==> src/rtl/rr_sel_encoder.sv <==
// Round-robin request encoder: picks one active requester per capture, starting
// from a rotating pointer, and presents its index and data word over valid/ready.
module rr_sel_encoder #(
  parameter int NREQ = 16,
  parameter int CW   = 4,
  parameter int DW   = 16
) (
  input  logic                 clk,
  input  logic                 rst_n,
  input  logic                 en,
  input  logic [NREQ-1:0]      req,
  input  logic [NREQ*DW-1:0]   req_data,
  output logic [NREQ-1:0]      gnt,
  output logic                 out_valid,
  input  logic                 out_ready,
  output logic [CW-1:0]        out_code,
  output logic [DW-1:0]        out_data,
  output logic                 idle
);

  typedef enum logic {
    S_IDLE = 1'b0,
    S_BUSY = 1'b1
  } state_t;

  state_t            r_state;
  state_t            w_state_nxt;
  logic [CW-1:0]     r_ptr;
  logic [CW-1:0]     r_code;
  logic [DW-1:0]     r_data;
  logic [NREQ-1:0]   r_gnt;

  logic              w_cap_ok;
  logic              w_capture;
  logic [CW-1:0]     w_win;
  logic [CW-1:0]     w_ptr_nxt;
  logic [DW-1:0]     w_win_data;
  logic [NREQ-1:0]   w_win_oh;

  // First set request at or after the pointer, wrapping modulo NREQ.
  // The sum is one bit wider than the code so ptr+k cannot overflow before the wrap.
  function automatic logic [CW-1:0] f_rr_pick(input logic [NREQ-1:0] f_req,
                                              input logic [CW-1:0]   f_ptr);
    logic [CW-1:0] win;
    logic          found;
    logic [CW:0]   idx;
    win   = '0;
    found = 1'b0;
    for (int k = 0; k < NREQ; k++) begin
      idx = {1'b0, f_ptr} + (CW+1)'(k);
      if (idx >= (CW+1)'(NREQ)) begin
        idx = idx - (CW+1)'(NREQ);
      end
      if (!found && f_req[idx[CW-1:0]]) begin
        win   = idx[CW-1:0];
        found = 1'b1;
      end
    end
    return win;
  endfunction

  // ---- arbitration (combinational) ----
  assign w_cap_ok  = en & (|req);
  assign w_win     = f_rr_pick(req, r_ptr);
  assign w_ptr_nxt = (w_win == CW'(NREQ-1)) ? '0 : (w_win + CW'(1));

  always_comb begin
    w_win_data = '0;
    w_win_oh   = '0;
    for (int i = 0; i < NREQ; i++) begin
      if (w_win == CW'(i)) begin
        w_win_data  = req_data[i*DW +: DW];
        w_win_oh[i] = 1'b1;
      end
    end
  end

  // A new word may be captured when nothing is pending or the pending word
  // leaves this cycle, so back-to-back transfers run without a bubble.
  always_comb begin
    w_state_nxt = r_state;
    w_capture   = 1'b0;
    case (r_state)
      S_IDLE: begin
        if (w_cap_ok) begin
          w_capture   = 1'b1;
          w_state_nxt = S_BUSY;
        end
      end
      S_BUSY: begin
        if (out_ready) begin
          if (w_cap_ok) begin
            w_capture = 1'b1;
          end else begin
            w_state_nxt = S_IDLE;
          end
        end
      end
      default: w_state_nxt = S_IDLE;
    endcase
  end

  // ---- registered outputs ----
  always_ff @(posedge clk or negedge rst_n) begin
    if (!rst_n) begin
      r_state <= S_IDLE;
      r_ptr   <= '0;
      r_code  <= '0;
      r_data  <= '0;
      r_gnt   <= '0;
    end else begin
      r_state <= w_state_nxt;
      r_gnt   <= w_capture ? w_win_oh : '0;
      if (w_capture) begin
        r_ptr  <= w_ptr_nxt;
        r_code <= w_win;
        r_data <= w_win_data;
      end
    end
  end

  assign gnt       = r_gnt;
  assign out_valid = (r_state == S_BUSY);
  assign out_code  = r_code;
  assign out_data  = r_data;
  assign idle      = (r_state == S_IDLE);

endmodule
==> config.mk <==
export PLATFORM = sky130hd
export DESIGN_NAME = rr_sel_encoder
export DESIGN_NICKNAME = d
export VERILOG_FILES = /design/src/rtl/rr_sel_encoder.sv
export SDC_FILE = /design/constraint.sdc
export NUM_CORES = 1
export LEC_CHECK = 0
export CAP_MARGIN = 10
export CORE_AREA = 2 2 122 124
export DETAILED_ROUTE_END_ITERATION = 6
export DIE_AREA = 0 0 124 126
export DONT_BUFFER_PORTS = 1
export PLACE_DENSITY_LB_ADDON = 0.3
export SLEW_MARGIN = 20
export SYNTH_ARGS = -nofsm -noshare
export SYNTH_HDL_FRONTEND = slang
export SYNTH_SLANG_ARGS = --single-unit
==> constraint.sdc <==
create_clock -name clk -period 15.3 [get_ports clk]
set_clock_uncertainty 0.1 [all_clocks]
set_input_delay 3.06 -clock clk [delete_from_list [all_inputs] [get_ports clk]]
set_output_delay 3.06 -clock clk [all_outputs]
set_load 0.1 [all_outputs]
# Word-level counts from Yosys, hierarchy flattened
# Cells that the tools add are included.
# classes
n_reduce_logical	32
n_lt_le_gt_ge	32
add_sub_neg	32
eq_ne	15
bitwise	2
muxes	118
# op_table
cell	count
two-way mux 16 bit	17
two-way mux 4 bit	33
< comparator 4 x 5 -> 1 bit, second input constant	16
greater-or-equal comparator 5 bit, second input constant	15
binary-select mux 1 bit (select 4 bit)	16
subtractor 4 x 1 -> 4 bit, second input constant	16
two-way mux 1 bit	50
adder 4 x 4 -> 5 bit, second input constant	8
equality test 4 bit, second input constant	8
adder 4 x 3 -> 5 bit, second input constant	4
equality test 4 x 3 -> 1 bit, second input constant	4
OR reduction 16 bit	1
logical AND 1 bit	15
zero test 1 bit	15
adder 4 x 2 -> 5 bit, second input constant	2
equality test 4 x 2 -> 1 bit, second input constant	2
adder 4 x 1 -> 5 bit, second input constant	1
greater-or-equal comparator 4 x 5 -> 1 bit, second input constant	1
adder 4 x 1 -> 4 bit, second input constant	1
equality test 4 x 1 -> 1 bit, second input constant	1
zero test 4 bit	1
case mux 1 bit (2 select lines)	2
bitwise AND 1 bit	1
NOT 1 bit	1
# totals
regBits	41
inputBits	276

# Logic depth before layout (Yosys ltp)
# depth
depth_word	67
depth_mapped	27
depth_no_buf	21

# Worst setup path after synthesis
# Ideal clock, no wire load.
# synth_timing
path_kind	input port to flip-flop
start	input port req[10]
end	register r_data[2] (netlist: out_data[2])
slack_ps	7949
arrival_ps	7113
cell_stages	20
path_cell_list	mux4_2 -> mux2_2 -> mux2_2 -> a2111oi_4 -> nand2_2 -> a2111oi_0 -> a211oi_1 -> a21oi_1 -> inv_1 -> ha_1 -> clkbuf_1 -> nor2b_1 -> clkbuf_1 -> a22oi_1 -> nor2_1 -> a21oi_1 -> nor2_1 -> a211o_1 -> a32oi_1 -> o211ai_1
# synth_via
elab_chain_cells	65
elab_cells_between_ends	130
# synth_rtl
element	line_no	rtl
start, declared	11	input logic [NREQ-1:0] req,
binary-select mux 1 bit (select 4 bit)	54	if (!found && f_req[idx[CW-1:0]]) begin
two-way mux 1 bit (implied by the code)	54	
two-way mux 1 bit	54	
zero test 1 bit	54	
logical AND 1 bit	54	
two-way mux 1 bit	54	
zero test 1 bit	54	
logical AND 1 bit	54	
[... 36 more ...]	--	
two-way mux 1 bit	54	
zero test 1 bit	54	
logical AND 1 bit	54	
two-way mux 4 bit (*)	54	
named net w_win[1]	35	logic [CW-1:0] w_win;
zero test 4 bit	71	if (w_win == CW'(i)) begin
two-way mux 16 bit (15 in a row)	71	
two-way mux 16 bit (*)	71	
end signal, assigned	117	r_data <= w_win_data;
end, declared	30	logic [DW-1:0] r_data;
# Mark *: on every way through the listed nets, which the timed path passes. The rest lies on a longest branch. The select of a mux whose other input is x is not followed.
# A chain may end at the register's enable or synchronous reset.

# Final worst setup path
# layout_timing
start	input port req[10]
end	register r_data[8] (netlist: out_data[8])
# Same word-level chain as after synthesis.

==> reports/metrics.csv <==
stage;metric;value;unit
global_routing;grt-busiest-layer;met2;
run;drv_cap;0;
critical_path;worstPathCellList;mux4_2, mux2_2, mux2_2, a2111oi_4, nand2_2, a2111oi_0, a211oi_1, a21oi_1, inv_1, ha_2, nor2b_4, buf_4, a22oi_1, nor2_1, a21oi_1, nor2_1, a21oi_1, mux2i_1, o211ai_1, o211ai_1;
final_layout;final-instance-count-excl-fill;948;
global_routing;grt_start_max_net_pins;101;
synthesis;synth_area;0.00625;mm²
die;die_area;0.0156;mm²
status;outcome;completed;
global_routing;grt_pass1_wl;39500;µm
final_layout;num-fill-cells;1510;
routing;postRouteAntennaNets;0;
cts;worstSkewPairLatency;0.29;ns
critical_path;crit_arrival;8.58;ns
critical_path;cpMaxStageDelayCell;ha_2;
routing;drc;0;
cts;path_clk_slew;0.06;ns
critical_path;cp_max_fo;55;
cts;clock_sinks;41;
synthesis;ys_seq_area_frac;0.164;
die;ios;314;
final_layout;multi_input_area;0.00481;mm²
synthesis;synthFlopType;dfrtp_1;
critical_path;crit_path_start_kind;input pin;
synthesis;async_reset_ff_frac;1.00;
synthesis;ys_types;70;
cts;cts_max_level;2;
global_routing;use_met2;0.558;
global_routing;met3_usage;0.0648;
timing;finalMaxSlewViolations;0;
critical_path;end_kind;flip-flop;
routing;firstDrtPassIters;5;
place;globalplace.congestion;1.03;
cts;root_buffer;clkbuf_16;
global_routing;grt_pass1_vias;6276;
timing;setup_violations;0;
critical_path;cp_common_cell;a21oi_1;
timing;grt_setup_unrepaired;false;
cts;holdBufCountCts;0;
cts;cts_buffers;5;
routing;initialDrtViolationCount;741;
global_routing;gr-usage-all-layers;0.340;
die;die_x;124;µm
timing;relSlewSlack;0.250;
die;die_y;126;µm
synthesis;yosys_warnings;0;
die;core_area;0.0143;mm²
final_layout;fin_nets;1048;
place;placed_area;0.00622;mm²
routing;via_count;6743;
timing;setup_tns;0;ns
critical_path;cpPeakStageDelay;0.56;ns
worst_hold_path;timing.hold.worst.class;flip-flop to flip-flop;
synthesis;yosys_register_bits;41;
timing;tightestPinTransition;1.13;ns
place;hpwl;21300;µm
cts;post_cts_resized;0;
final_layout;syn_to_final_growth;2.76;%
die;initial_core_util;0.437;
synthesis;synth_edf_count;0;
die;num_rows;44;
final_layout;design_area;0.00642;mm²
routing;routed_via_density;7.11;
cts;cts_setup_buffers;0;
cts;cts_buffer_depth;2;
synthesis;synth_fp_nets;1110;
global_routing;grt_antenna_before_repair;1;
timing;hold_viol;0;
global_routing;grt_overflow_total;0;
critical_path;path_class;input pin to flip-flop;
synthesis;synthCells;823;
synthesis;syn_avg_cell_area;7.59;µm²
place;portBuffers;0;
cts;tritoncts;yes;
final_layout;drive_above_1_share;0.0932;
timing;layout_min_cycle_time;8.48;ns
place;placed_cells;938;
global_routing;globalRouteMet1Util;0.448;
timing;holdWs;0.656;ns
critical_path;critPathRequiredTime;15.40;ns
timing;fmax;118;MHz
timing;timing.final.crit_share;0.554;
final_layout;regArea;0.00103;mm²
routing;drt-total-wl;27300;µm
routing;wl_per_cell;28.8;µm
[per-layer routing]
| metal | wire length, µm | up-vias |
|---|---|---|
| li1 | - | 3021 |
| met1 | 10700 | 3245 |
| met2 | 13100 | 422 |
| met3 | 2500 | 55 |
| met4 | 976 | 0 |
| met5 | 0 | - |
[path summary, 6_finish.rpt]
check / from / end / slack, ns / cells past startpoint
max in group asynchronous: rst_n / r_ptr[2] / 12.66 / 0
worst max register to register: r_ptr[1] / out_data[8] / 7.60 / 23
worst min register to register: r_ptr[2] / r_ptr[2] / 0.66 / 3
worst max-delay path: req[10] / out_data[8] / 6.82 / 20
worst min-delay path: r_ptr[2] / r_ptr[2] / 0.66 / 3
min in group asynchronous: rst_n / out_data[13] / 2.36 / 0
[cell type report]
cell class	count	share of cell area
diodes	2	0.000779
clock buffers	5	0.0195
inverters	25	0.0146
multi-input cells	680	0.749
repair buffers	8	0.00935
clock inverters	3	0.0107
flip-flops and latches	41	0.160
well taps	184	0.0358
[sequential cells by signal (all words and copies together), names as in the netlist]
name       cells
gnt           16
out_data      16
out_code       4
r_ptr          4
out_valid      1
[stage by stage]
| stage | utilization | setup WS [ns] |
|---|---|---|
| floorplan | - | 7.95 |
| global placement | 0.434 | 6.71 |
| detailed placement | 0.434 | 6.58 |
| CTS | 0.448 | 6.89 |
| global route | 0.449 | 6.39 |
| finish | 0.449 | 6.82 |
[critical path: cells and delay by family]
family,cells,cell delay [ns]
AOI/OAI and AO/OA,9,2.23
muxes,4,1.29
and+or+nand+nor,4,0.79
buffers and inverters,2,0.63
adders and majority gates,1,0.56
[cell families (layout without fill, tap and decap cells)]
family	Yosys count	after routing	synth area share
other	0	2	0
AND/OR/NAND/NOR	277	277	0.210
multiplexers	80	80	0.173
XOR/XNOR	10	10	0.0152
adder cells (fa/ha/maj)	11	11	0.0220
buffers and inverters	102	41	0.0747
flip-flops	41	41	0.164
AO/OA/AOI/OAI	302	302	0.341
[placed cells by master, fill, tap and decap left out, drive strengths merged, types with 4 or more instances in the layout]
cell type  instances
nor2             117
a21oi             81
a22oi             63
nand2             59
dfrtp             41
mux2i             38
or3               30
o211ai            29
inv               25
mux2              22
o21ai             20
mux4              20
a21boi            19
a211o             18
a221oi            17
nand3b            15
a32oi             14
nor3              12
ha                11
buf                8
a211oi             8
xnor2              7
nand3              7
a31oi              6
nand2b             6
nor2b              6
nor4               5
clkbuf             5
or2                5
and3               4
a2111oi            4
[synthesized netlist by cell type, types with 6 or more instances]
cell / instances / area share
buf_2: 10 / 0.0080
a211oi_1: 7 / 0.0084
nand2b_1: 6 / 0.0060
a32oi_1: 14 / 0.020
nor2_1: 116 / 0.070
o21ai_0: 20 / 0.016
a21boi_0: 7 / 0.0084
mux4_2: 20 / 0.072
ha_1: 11 / 0.022
dfrtp_1: 41 / 0.16
nor3_1: 12 / 0.0096
xnor2_1: 6 / 0.0084
nand3b_1: 15 / 0.018
a22oi_1: 63 / 0.076
or3_1: 30 / 0.030
a221oi_1: 17 / 0.024
a31oi_1: 6 / 0.0060
clkbuf_1: 51 / 0.031
a21boi_1: 12 / 0.014
mux2i_1: 37 / 0.059
nor2b_1: 6 / 0.0060
buf_6: 7 / 0.013
inv_1: 24 / 0.014
a211o_1: 18 / 0.025
nand3_1: 7 / 0.0056
o211ai_1: 29 / 0.035
nand2_1: 57 / 0.034
mux2_2: 19 / 0.034
a21oi_1: 81 / 0.065
Power is not shown: default switching activity piles up to over one toggle a cycle in this logic, so the estimate is an artifact.
